## config.mk

```make
export PLATFORM = sky130hd
export DESIGN_NAME = opb_user_master
export DESIGN_NICKNAME = d
export VERILOG_FILES = /design/src/rtl/opb_master_pkg.sv /design/src/rtl/opb_master_watchdog.sv /design/src/rtl/opb_user_master.sv
export SDC_FILE = /design/constraint.sdc
export NUM_CORES = 1
export LEC_CHECK = 0
export ABC_CLOCK_PERIOD_IN_PS = 4710
export BUFFER_PORTS_ARGS = -buffer_cell sky130_fd_sc_hd__buf_2
export CAP_MARGIN = 20
export CORE_MARGIN = 5
export CORE_UTILIZATION = 54
export DETAILED_ROUTE_END_ITERATION = 10
export PLACE_DENSITY = 0.84
export SYNTH_ARGS = -nofsm -noshare
export SYNTH_HDL_FRONTEND = slang
export SYNTH_SLANG_ARGS = --single-unit
```

## constraint.sdc

```tcl
create_clock -name OPB_Clk -period 4.71 [get_ports OPB_Clk]
set_input_delay 0.942 -clock OPB_Clk [delete_from_list [all_inputs] [get_ports OPB_Clk]]
set_output_delay 0.942 -clock OPB_Clk [all_outputs]
set_load 0.05 [all_outputs]
```

## src/rtl/opb_master_pkg.sv

```systemverilog
// -----------------------------------------------------------------------------
// opb_master_pkg
// Shared types and constants for the OPB user master:
//   - state_t    : master FSM states
//   - ST_*       : response status codes returned on rsp_status
//   - OPB_*WIDTH : OPB bus widths
// -----------------------------------------------------------------------------
package opb_master_pkg;

   localparam int OPB_AWIDTH  = 32;
   localparam int OPB_DWIDTH  = 32;
   localparam int OPB_BEWIDTH = OPB_DWIDTH / 8;

   typedef enum logic [2:0] {
      IDLE    = 3'd0,
      REQ     = 3'd1,
      XFER    = 3'd2,
      BACKOFF = 3'd3,
      RESP    = 3'd4
   } state_t;

   localparam logic [1:0] ST_OK    = 2'b00;
   localparam logic [1:0] ST_ERR   = 2'b01;
   localparam logic [1:0] ST_TOUT  = 2'b10;
   localparam logic [1:0] ST_RETRY = 2'b11;

endpackage

```

## src/rtl/opb_master_watchdog.sv

```systemverilog
// -----------------------------------------------------------------------------
// opb_master_watchdog
// Cycle counter that bounds how long a selected OPB transfer may stay open.
// Ports:
//   clk    : clock, rising edge
//   rst_n  : synchronous active-low reset
//   clr    : force the count to zero (has priority over en)
//   en     : count up by one per cycle
//   expire : count has reached C_TIMEOUT-1; the count holds there
// -----------------------------------------------------------------------------
module opb_master_watchdog #(
   parameter int C_TIMEOUT = 64
) (
   input  logic clk,
   input  logic rst_n,
   input  logic clr,
   input  logic en,
   output logic expire
);

   localparam int            CW    = $clog2(C_TIMEOUT);
   localparam logic [CW-1:0] LIMIT = CW'(C_TIMEOUT - 1);

   logic [CW-1:0] count_r;

   // Count register; saturates at LIMIT so it can never wrap.
   always_ff @(posedge clk) begin
      if (!rst_n) begin
         count_r <= {CW{1'b0}};
      end else if (clr) begin
         count_r <= {CW{1'b0}};
      end else if (en && (count_r != LIMIT)) begin
         count_r <= count_r + 1'b1;
      end else begin
         count_r <= count_r;
      end
   end

   assign expire = (count_r == LIMIT);

endmodule

```

## src/rtl/opb_user_master.sv

```systemverilog
// -----------------------------------------------------------------------------
// opb_user_master
// Single-beat OPB bus master driven by a valid/ready command port. Each accepted
// command becomes one arbitrated OPB transfer (with bounded retries) and returns
// exactly one response.
// Ports:
//   OPB_Clk, OPB_Rst_n          : clock, synchronous active-low reset
//   cmd_valid/cmd_ready         : command handshake (ready only in IDLE)
//   cmd_rnw/addr/be/wdata       : command fields, latched on accept
//   rsp_valid/rsp_ready         : response handshake
//   rsp_rdata/rsp_status        : read data (0 unless OK read), status code
//   M_request/M_select          : arbiter request, transfer in progress
//   M_ABus/M_BE/M_DBus/M_RNW    : OPB master buses, zero when not selected
//   M_seqAddr                   : tied low (no sequential bursts)
//   OPB_MGrant                  : arbiter grant (looked at only in REQ)
//   OPB_DBus                    : slave read data
//   OPB_xferAck/errAck/retry/timeout : transfer terminations (only in XFER)
// -----------------------------------------------------------------------------
module opb_user_master
   import opb_master_pkg::*;
#(
   parameter int C_OPB_AWIDTH = OPB_AWIDTH,
   parameter int C_OPB_DWIDTH = OPB_DWIDTH,
   parameter int C_MAX_RETRY  = 3,
   parameter int C_TIMEOUT    = 64
) (
   input  logic                    OPB_Clk,
   input  logic                    OPB_Rst_n,
   input  logic                    cmd_valid,
   output logic                    cmd_ready,
   input  logic                    cmd_rnw,
   input  logic [C_OPB_AWIDTH-1:0] cmd_addr,
   input  logic [OPB_BEWIDTH-1:0]  cmd_be,
   input  logic [C_OPB_DWIDTH-1:0] cmd_wdata,
   output logic                    rsp_valid,
   input  logic                    rsp_ready,
   output logic [C_OPB_DWIDTH-1:0] rsp_rdata,
   output logic [1:0]              rsp_status,
   output logic                    M_request,
   output logic                    M_select,
   output logic [0:C_OPB_AWIDTH-1] M_ABus,
   output logic [0:OPB_BEWIDTH-1]  M_BE,
   output logic [0:C_OPB_DWIDTH-1] M_DBus,
   output logic                    M_RNW,
   output logic                    M_seqAddr,
   input  logic                    OPB_MGrant,
   input  logic [0:C_OPB_DWIDTH-1] OPB_DBus,
   input  logic                    OPB_xferAck,
   input  logic                    OPB_errAck,
   input  logic                    OPB_retry,
   input  logic                    OPB_timeout
);

   localparam logic [3:0] MAX_RETRY = 4'(C_MAX_RETRY);

   state_t state_r;
   state_t state_s;

   // latched command
   logic                    cmd_rnw_r;
   logic [C_OPB_AWIDTH-1:0] cmd_addr_r;
   logic [OPB_BEWIDTH-1:0]  cmd_be_r;
   logic [C_OPB_DWIDTH-1:0] cmd_wdata_r;
   logic [3:0]              retry_cnt_r;

   // next-state decode results
   logic       accept_s;
   logic       retry_inc_s;
   logic       capture_s;
   logic [1:0] term_status_s;
   logic       wd_expire_s;

   // next values of the registered outputs
   logic                    cmd_ready_s,  cmd_ready_r;
   logic                    m_request_s,  m_request_r;
   logic                    m_select_s,   m_select_r;
   logic [C_OPB_AWIDTH-1:0] m_abus_s,     m_abus_r;
   logic [OPB_BEWIDTH-1:0]  m_be_s,       m_be_r;
   logic [C_OPB_DWIDTH-1:0] m_dbus_s,     m_dbus_r;
   logic                    m_rnw_s,      m_rnw_r;
   logic                    rsp_valid_s,  rsp_valid_r;
   logic [C_OPB_DWIDTH-1:0] rsp_rdata_s,  rsp_rdata_r;
   logic [1:0]              rsp_status_s, rsp_status_r;

   // Watchdog is cleared every cycle outside XFER, so it restarts at 0 on each
   // entry (including re-entry after a retry back-off).
   opb_master_watchdog #(
      .C_TIMEOUT (C_TIMEOUT)
   ) u_watchdog (
      .clk    (OPB_Clk),
      .rst_n  (OPB_Rst_n),
      .clr    (state_r != XFER),
      .en     (state_r == XFER),
      .expire (wd_expire_s)
   );

   // State register.
   always_ff @(posedge OPB_Clk) begin
      if (!OPB_Rst_n) begin
         state_r <= IDLE;
      end else begin
         state_r <= state_s;
      end
   end

   // Next-state decode, including termination priority in XFER.
   always_comb begin
      state_s       = state_r;
      accept_s      = 1'b0;
      retry_inc_s   = 1'b0;
      capture_s     = 1'b0;
      term_status_s = ST_OK;
      case (state_r)
         IDLE: begin
            if (cmd_valid && cmd_ready_r) begin
               accept_s = 1'b1;
               state_s  = REQ;
            end else begin
               state_s  = IDLE;
            end
         end
         REQ: begin
            if (OPB_MGrant) begin
               state_s = XFER;
            end else begin
               state_s = REQ;
            end
         end
         XFER: begin
            if (OPB_retry) begin
               if (retry_cnt_r < MAX_RETRY) begin
                  retry_inc_s = 1'b1;
                  state_s     = BACKOFF;
               end else begin
                  term_status_s = ST_RETRY;
                  state_s       = RESP;
               end
            end else if (OPB_errAck) begin
               term_status_s = ST_ERR;
               state_s       = RESP;
            end else if (OPB_xferAck) begin
               term_status_s = ST_OK;
               capture_s     = cmd_rnw_r;
               state_s       = RESP;
            end else if (OPB_timeout || wd_expire_s) begin
               term_status_s = ST_TOUT;
               state_s       = RESP;
            end else begin
               state_s = XFER;
            end
         end
         BACKOFF: begin
            state_s = REQ;
         end
         RESP: begin
            if (rsp_ready) begin
               state_s = IDLE;
            end else begin
               state_s = RESP;
            end
         end
         default: begin
            state_s = IDLE;
         end
      endcase
   end

   // Output decode from the next state so every output is a plain register.
   always_comb begin
      cmd_ready_s = (state_s == IDLE);
      m_request_s = (state_s == REQ);
      m_select_s  = (state_s == XFER);
      rsp_valid_s = (state_s == RESP);

      // wired-OR bus: drive nothing unless selected, and no write data on reads
      if (state_s == XFER) begin
         m_abus_s = cmd_addr_r;
         m_be_s   = cmd_be_r;
         m_rnw_s  = cmd_rnw_r;
         if (cmd_rnw_r) begin
            m_dbus_s = {C_OPB_DWIDTH{1'b0}};
         end else begin
            m_dbus_s = cmd_wdata_r;
         end
      end else begin
         m_abus_s = {C_OPB_AWIDTH{1'b0}};
         m_be_s   = {OPB_BEWIDTH{1'b0}};
         m_rnw_s  = 1'b0;
         m_dbus_s = {C_OPB_DWIDTH{1'b0}};
      end

      // response loads on the terminating cycle and is held until consumed
      if ((state_r == XFER) && (state_s == RESP)) begin
         rsp_status_s = term_status_s;
         if (capture_s) begin
            rsp_rdata_s = OPB_DBus;
         end else begin
            rsp_rdata_s = {C_OPB_DWIDTH{1'b0}};
         end
      end else if (state_s == RESP) begin
         rsp_status_s = rsp_status_r;
         rsp_rdata_s  = rsp_rdata_r;
      end else begin
         rsp_status_s = ST_OK;
         rsp_rdata_s  = {C_OPB_DWIDTH{1'b0}};
      end
   end

   // Output registers.
   always_ff @(posedge OPB_Clk) begin
      if (!OPB_Rst_n) begin
         cmd_ready_r  <= 1'b0;
         m_request_r  <= 1'b0;
         m_select_r   <= 1'b0;
         m_abus_r     <= {C_OPB_AWIDTH{1'b0}};
         m_be_r       <= {OPB_BEWIDTH{1'b0}};
         m_dbus_r     <= {C_OPB_DWIDTH{1'b0}};
         m_rnw_r      <= 1'b0;
         rsp_valid_r  <= 1'b0;
         rsp_rdata_r  <= {C_OPB_DWIDTH{1'b0}};
         rsp_status_r <= ST_OK;
      end else begin
         cmd_ready_r  <= cmd_ready_s;
         m_request_r  <= m_request_s;
         m_select_r   <= m_select_s;
         m_abus_r     <= m_abus_s;
         m_be_r       <= m_be_s;
         m_dbus_r     <= m_dbus_s;
         m_rnw_r      <= m_rnw_s;
         rsp_valid_r  <= rsp_valid_s;
         rsp_rdata_r  <= rsp_rdata_s;
         rsp_status_r <= rsp_status_s;
      end
   end

   // Command latch; a reset discards any command in flight.
   always_ff @(posedge OPB_Clk) begin
      if (!OPB_Rst_n) begin
         cmd_rnw_r   <= 1'b0;
         cmd_addr_r  <= {C_OPB_AWIDTH{1'b0}};
         cmd_be_r    <= {OPB_BEWIDTH{1'b0}};
         cmd_wdata_r <= {C_OPB_DWIDTH{1'b0}};
      end else if (accept_s) begin
         cmd_rnw_r   <= cmd_rnw;
         cmd_addr_r  <= cmd_addr;
         cmd_be_r    <= cmd_be;
         cmd_wdata_r <= cmd_wdata;
      end else begin
         cmd_rnw_r   <= cmd_rnw_r;
         cmd_addr_r  <= cmd_addr_r;
         cmd_be_r    <= cmd_be_r;
         cmd_wdata_r <= cmd_wdata_r;
      end
   end

   // Retry counter, per command.
   always_ff @(posedge OPB_Clk) begin
      if (!OPB_Rst_n) begin
         retry_cnt_r <= 4'd0;
      end else if (accept_s) begin
         retry_cnt_r <= 4'd0;
      end else if (retry_inc_s) begin
         retry_cnt_r <= retry_cnt_r + 4'd1;
      end else begin
         retry_cnt_r <= retry_cnt_r;
      end
   end

   // Array ports are declared MSB-first ([0:N]); plain assignment maps
   // cmd_addr[31-i] onto M_ABus[i], and likewise for BE and data.
   assign cmd_ready  = cmd_ready_r;
   assign M_request  = m_request_r;
   assign M_select   = m_select_r;
   assign M_ABus     = m_abus_r;
   assign M_BE       = m_be_r;
   assign M_DBus     = m_dbus_r;
   assign M_RNW      = m_rnw_r;
   assign M_seqAddr  = 1'b0;
   assign rsp_valid  = rsp_valid_r;
   assign rsp_rdata  = rsp_rdata_r;
   assign rsp_status = rsp_status_r;

endmodule

```

; Word level (Yosys, flattened, before mapping)
; Cells that the tools add are included.
[totals]
elab_cells = 72
inputBits = 110
ff_bits = 189
output_inout_bits = 108
[op_classes]
magnitude_cmp = 1
n_eq_ne = 11
n_addsub = 2
bitwise = 2
n_mux = 29
n_reduce_logical = 10
[ops]
columns = cell, count
row1 = $mux W32, 3
row2 = $mux W2, 9
row3 = $mux W3, 6
row4 = $pmux W3 S5, 1
row5 = $mux W1, 10
row6 = $eq A3 B2 Y1 const B, 3
row7 = $add A6 B1 Y6 const B, 1
row8 = $eq A3 B1 Y1 const B, 2
row9 = $eq A3 B3 Y1 const B, 2
row10 = $eq A6 B6 Y1 const B, 1
row11 = $logic_not A3 Y1, 2
row12 = $ne A6 B6 Y1 const B, 1
row13 = $add A4 B1 Y4 const B, 1
row14 = $lt A4 B2 Y1 const B, 1
row15 = $reduce_or A2 Y1, 2
row16 = $logic_and A1 B1 Y1, 3
row17 = $ne A3 B2 Y1 const B, 1
row18 = $reduce_or A3 Y1, 1
row19 = $ne A2 B1 Y1 const B, 1
row20 = $not A1 Y1, 2
row21 = $reduce_and A2 Y1, 1
row22 = $logic_or A1 B1 Y1, 1

; Logic depth before layout (Yosys ltp)
; Gate-level depths: netlist of the first run.
[logic_depth]
depth_word = 10
mapped_depth = 7
depth_no_buf = 5

; By module
; Synthesis of the first run repeated with hierarchy kept, for this count alone.
[unflattened]
cells_unflattened = 648
area_unflattened_um2 = 6302.3
[by_module_without_submodules]
columns = module, instances, seq_area_each_um2, area_each_um2, cells_each
row1 = opb_user_master, 1, 3663.5, 6000.8, 615
row2 = opb_master_watchdog, 1, 120.1, 301.5, 33

; Least setup slack after synthesis of the first run
; No wires, ideal clock.
[synth_path]
kind = input to register
from = input port OPB_retry
to = register m_dbus_r[31], in the netlist M_DBus[0]
path_slack_ps = 2417
cell_stages = 5
arrival_time_ps = 2206
setup_ps = 87
path_buffers = 1
t_required_ps = 4623
cell_sequence = or4_4 a21oi_4 a211oi_4 buf_6 nor4b_2
[synth_via]
elab_chain_cells = 5
[synth_lines]
columns = item, line_no
row1 = "start, declared", opb_user_master.sv:50  ; input logic OPB_retry,
row2 = $mux W3, opb_user_master.sv:130  ; if (OPB_retry) begin
row3 = $pmux W3 S5, opb_user_master.sv:113  ; case (state_r)
row4 = $eq A3 B2 Y1, opb_user_master.sv:176  ; if (state_s == XFER) begin
row5 = $not A1 Y1 (no line), --
row6 = $reduce_or A3 Y1 (no line), --
row7 = "end signal, assigned", opb_user_master.sv:217  ; m_dbus_r <= {C_OPB_DWIDTH{1'b0}};
row8 = "end signal, assigned", opb_user_master.sv:228  ; m_dbus_r <= m_dbus_s;
row9 = "end, declared", opb_user_master.sv:79  ; logic [C_OPB_DWIDTH-1:0] m_dbus_s, m_dbus_r;
; No other way between the ends.
; A chain may end at the register's enable or synchronous reset.

; Final worst setup path of the first run
[layout_path]
from = input port OPB_retry
to = register m_dbus_r[26], in the netlist M_DBus[5]
; Same word-level chain as after synthesis.

==> results.cfg, run 1 <==
[setup_path]
path_buf_inv = 2
critPathCaptureType = flip-flop
reg2reg_from = state_r[1]
slowest_stage = buf_4
critPathKind = input pin to flip-flop
timing.rr.end = M_DBus[5]
path_delay_family = buffers and inverters
r2r_cells = 5
cp.required_ns = 4.98
worstPathArrival_ns = 2.94
path_max_fanout = 39
worstSetupStartpointType = input pin
path_cells = buf_2 > nor4b_4 > nand2_1 > o211ai_4 > buf_4 > nor4b_2
cpPeakStageDelay_ns = 0.62
r2r_setup_slack_ns = 2.14

[cts]
cts_tree = done
clock-root-buffer = clkbuf_16
cts.clk_slew.worst_paths_ns = 0.07
cts_buffer_depth = 2
post_cts_resized = 0
htreeDepth = 4
insertion_delay_ns = 0.43
cts_sinks = 189
cts_setup_buffers = 0
cts_hold_buffers = 0
cts_inserted_buffers = 17

[floorplanning]
start_util_pct = 54.5
fp.dieW_um = 122
boundaryPins = 218
die_area_um2 = 15000
rows = 41
chipHeight_um = 122
core_um2 = 12500

[route]
ant_nets = 0
firstDrtPassIters = 4
drcViolationCount = 0
dr.first_iter.drc_count = 301
vias = 5343
wl_per_cell_um = 15.4
viasPerCell = 5.15
wl_um = 16000

[synth]
ys_seq_elements = 189
synth_edf_count = 0
avgSynthCellArea_um2 = 10.3
yosys_warnings = 0
ys_types = 45
synth_common_cells = dfxtp_1 (189), nand2_1 (150), a21boi_0 (70)
syn-cell-area_um2 = 6820
ys_dominant_reg_cell = dfxtp_1
synth_top_area_cell = dfxtp_1
ys_async_sr_fraction_pct = 0
yosysSeqAreaShare_pct = 55.5
yosys-top-cells-area = dfxtp_1 (56%), nand2_1 (8.3%), a21boi_0 (7.7%)
synth_top_cell_area_share_pct = 55.5
synth_cells = 665
synth_fp_nets = 777
synth_most_common_cell = dfxtp_1

[place]
hpwl_um = 10400
dp.cells = 1007
io_buffer_count = 216
place.gp.congestion = 0.808

[grt]
grt_pass1_vias = 5159
grt_pass1_wl_um = 25200
grt_usage_pct = 21.3
antenna_found_initial = 0
grt_max_degree = 81
grt-ovfl-total = 0

[cells_and_area]
area_growth_pct = 25.3
drive_above_1_share_pct = 34.5
fin_cells = 1038
nets = 966
fillCellCount = 1013
num_antenna_cells = 0

[timing]
period_needed_ns = 2.67
fin_worst_skew_ns = 0.00677
relSlewSlack_pct = 29.4
slew_violations = 0
grt_setup_unrepaired = no
setup_violations = 0
worst_pin_slew_ns = 1.05
fin_crit_sh_pct = 56.8
tns_ns = 0
fmax_mhz = 374
hold_viol = 0

[power_and_ir_drop]
max-vdd-ir-drop_mv = 0.351
power_per_cell_area_nw_per_um2 = 404
p_leak_nw = 3.44
finalPower_w = 0.00345

[worst_hold_path]
min_to = cmd_addr_r[13]
whs_path_depth = 2
min_from = cmd_addr_r[13]
min_path_type = flip-flop to flip-flop

[status]
status = finished clean

[job]
max-cap-violations = 0
metal layers:
layer  GRT usage (%)  up-vias  part of all wire, %
met2            35.4      167                   49
met5               0        -                    0
met1            26.3     2517                   42
met4            6.37        0                  1.5
met3            7.28       19                  7.1
li1                -     2640                    -
cell usage in the layout (no fill, tap or decap), types with 2 or more instances in the layout:
cell       Yosys  final
a21boi_0      70     70
a21oi_1        3      3
a22oi_1       32     32
and2_1         3      3
and3_1         4      4
buf_2         14    216
buf_4          4      7
bufinv_16      0      4
clkbuf_16      0     17
clkbuf_8       0      3
clkinv_2       0      3
clkinv_4       0      2
dfxtp_1      189    189
ha_1           2      2
inv_1          3      3
nand2_1      150    150
nand2b_1       2      2
nand3_1        3      3
nor2_1        43     43
nor3_1         3      3
nor3b_1       38     38
nor4_4         1      2
nor4b_2       31     31
o211ai_1       2      2
o21ai_0        7      7
xnor2_1        3      3
stage by stage:
stage / hold WS, ns / area, um2 / utilization, % / worst slack, ns
final: 0.461 / 8540 / 68.2 / 2.04
after global routing: 0.474 / 8540 / 68.2 / 1.87
after CTS: 0.464 / 8540 / 68.2 / 2.05
after detailed placement: 0.454 / 7910 / 63.2 / 1.60
after global placement: 0.447 / 7910 / 63.2 / 1.64
after floorplan: 0.438 / 6820 / - / 2.42
logic make-up after synthesis:
logic type / count (synthesis) / synth area share [%]
adders and majority gates: 2 / 0.367
xor gates and xnor gates: 4 / 0.514
and+or+nand+nor: 288 / 24.9
other: 1 / 0.0550
DFF: 189 / 55.5
AOI/OAI and AO/OA: 124 / 14.2
buffers and inverters: 57 / 4.50
how the worst max path moves through the flow:
stage / from / endpoint / slack (ns) / cells past startpoint
after floorplan: OPB_retry / M_DBus[0] / 2.42 / 5
after global routing: OPB_retry / M_DBus[15] / 1.87 / 6
after detailed placement: OPB_retry / M_DBus[29] / 1.60 / 6
after global placement: OPB_retry / M_DBus[29] / 1.64 / 6
after CTS: OPB_retry / M_DBus[5] / 2.05 / 6
final: OPB_retry / M_DBus[5] / 2.04 / 6
area by class of cell:
class                   instances  area [um2]  share of cell area, %
flip-flops and latches        189        3780                   44.3
multi-input cells             419        2750                   32.1
repair buffers                224        1150                   13.5
clock buffers                  21         470                   5.51
well taps                     172         215                   2.52
clock inverters                10         161                   1.89
inverters                       3        11.3                  0.132
sequential cells by signal, indices dropped and copies added, names as in the netlist, 2 cells and up:
name and cells:
M_ABus 32, M_DBus 32, cmd_addr_r 32, cmd_wdata_r 32, rsp_rdata 32, u_watchdog.count_r 6, M_BE 4, cmd_be_r 4
retry_cnt_r 4, state_r 3, rsp_status 2
worst reg2reg max path: cells and delay by family (launching register included):
family	cells	cell delay, ns
AO/OA/AOI/OAI	2	0.97
buffers and inverters	1	0.63
flip-flops	1	0.50
AND/OR/NAND/NOR	2	0.33
report_power, final:
part           leakage (nW)  switching [W]  total, W  internal, W
combinational          1.60       0.000177  0.000274    0.0000970
sequential             1.53      0.0000222   0.00166      0.00164
clock                 0.313       0.000585   0.00151     0.000929
No activity file was read; power rests on OpenSTA's default activity.
==> run 2: changes to the inputs <==
Settings changed: ABC_CLOCK_PERIOD_IN_PS 4710 to 2400, CORE_UTILIZATION 54 to 46, PLACE_DENSITY 0.84 to 0.76.
Clock period 4.71 ns to 2.4 ns, I/O delays scaled along.
==> run 2 against run 1 <==
Wire length grew 3.4%. Clock skew grew 0.0017 ns. Non-clock buffer count is 11 higher. Die area rose by 16%. Worst hold slack got worse by 0.17 ns. Core utilization is 8.7 points lower. Critical endpoint is now M_request. Largest cell class unchanged. Highest routed layer unchanged.
==> results.cfg, run 2 (same netlist as run 1, synthesis figures left out) <==
[timing]
hold_viol = 0
relSlewSlack_pct = 46.1
fmax_mhz = 492
grt_setup_unrepaired = no
fin_worst_skew_ns = 0.00843
layout_setup_ws_ns = 0.366
slew_violations = 0
tns_ns = 0
fin_crit_sh_pct = 84.8
setup_violations = 0
worst_pin_slew_ns = 0.805
period_needed_ns = 2.03

[floorplanning]
rows = 44
chipHeight_um = 132
core_um2 = 14500
fp.dieW_um = 132
start_util_pct = 46.9
boundaryPins = 218
die_area_um2 = 17400

[cts]
clock-root-buffer = clkbuf_16
cts_hold_buffers = 0
cts_sinks = 189
cts_buffer_depth = 2
insertion_delay_ns = 0.42
cts_inserted_buffers = 17
post_cts_resized = 0
cts_setup_buffers = 0
htreeDepth = 4
cts_tree = done
cts.clk_slew.worst_paths_ns = 0.07

[route]
wl_um = 16500
vias = 5358
viasPerCell = 5.05
wl_per_cell_um = 15.6
ant_nets = 0
drcViolationCount = 0
firstDrtPassIters = 4
dr.first_iter.drc_count = 200

[power_and_ir_drop]
max-vdd-ir-drop_mv = 0.721
power_per_cell_area_nw_per_um2 = 759
p_switching_w = 0.00156
finalPower_w = 0.00658
p_leak_nw = 3.48
p_comb_share_pct = 9.0
p_seq_share_pct = 49.6
p_int_w = 0.00501
switching_share_pct = 23.8
p_clk_share_pct = 41.4

[status]
status = finished clean

[place]
pre_cts_ws_ns = 0.273
place.gp.congestion = 0.801
io_buffer_count = 216
hpwl_um = 11200
dp.cells = 1030

[setup_path]
critPathCaptureType = flip-flop
path_cells = ha_1 > and3_1 > a21oi_4 > a211oi_4 > buf_12 > and3_1
worstPathArrival_ns = 2.40
critPathKind = flip-flop to flip-flop
cp.required_ns = 2.77
crit_top_cell = and3_1
path_delay_family = simple AND/OR/NAND/NOR gates
path_buf_inv = 1
slowest_stage = buf_12
cpPeakStageDelay_ns = 0.38
path_max_fanout = 72
worstSetupStartpointType = flip-flop

[grt]
grt_max_degree = 73
grt_pass1_vias = 5388
grt-ovfl-total = 0
antenna_found_initial = 0
grt_pass1_wl_um = 27200
grt_usage_pct = 18.9

[cells_and_area]
layout_commonest_cell = buf_2
fillCellCount = 1274
nets = 977
fin_cells = 1060
drive_above_1_share_pct = 35.4
num_antenna_cells = 0
area_growth_pct = 27.0
layout_common_cells = buf_2 (216), dfxtp_1 (189), nand2_1 (150)

[job]
max-cap-violations = 0

[worst_hold_path]
min_path_type = input pin to flip-flop
==> run 2: cell count changes in the layout (fill, tap and decap cells not counted) <==
cell	before	now
buf_12	1	7
buf_4	7	12
bufinv_16	4	1
clkbuf_1	1	0
clkbuf_8	3	5
clkinv_2	3	1
clkinv_4	2	0
clkinvlp_4	0	4
inv_6	1	2
==> run 2: worst paths after layout <==
check,cells after the start,endpoint,start,slack [ns]
setup / recovery,6,M_request,u_watchdog.count_r[0],0.37
hold / removal,3,rsp_rdata[29],OPB_DBus[2],0.29
setup reg to reg,6,M_request,u_watchdog.count_r[0],0.37
hold reg to reg,2,retry_cnt_r[1],retry_cnt_r[1],0.46
==> run 2: worst reg2reg max path, cell delays in order, from the launching register on <==
cell and delay (ns):
dfxtp_1 0.37, ha_1 0.22, and3_1 0.33, a21oi_4 0.13
a211oi_4 0.28, buf_12 0.38, and3_1 0.26
==> run 2: metrics by stage <==
step	hold WS (ns)	cell area, um2	util (%)
after global routing	0.285	8660	59.6
after global placement	0.446	8080	55.6
after detailed placement	0.451	8080	55.6
after CTS	0.267	8660	59.6
after floorplan	0.438	6820	-
final	0.291	8660	59.6
==> run 2: area by class of cell <==
type	instances	area [um2]	area share [%]
clock buffers	22	494	5.71
clock inverters	8	82.6	0.954
inverters	3	11.3	0.130
multi-input cells	419	2750	31.7
flip-flops and latches	189	3780	43.7
well taps	184	230	2.66
repair buffers	235	1310	15.1
==> run 2: layer usage <==
layer / vias up / track usage, % / share of wire [%]
met5: - / 0 / 0
met4: 0 / 5.77 / 1.4
met3: 16 / 6.79 / 7.0
met2: 157 / 31.3 / 48
met1: 2525 / 23.3 / 43
li1: 2660 / - / -
==> run 2: power by group through the flow <==
stage	Combinational [W]	Clock (W)	Sequential (W)
6_report	0.000591	0.00272	0.00326
5_1_grt	0.000645	0.00293	0.00327
4_1_cts	0.000597	0.00278	0.00326
3_5_place_dp	0.000596	0	0.00333
3_3_place_gp	0.000587	0	0.00333
2_1_floorplan	0.000344	0	0.00335
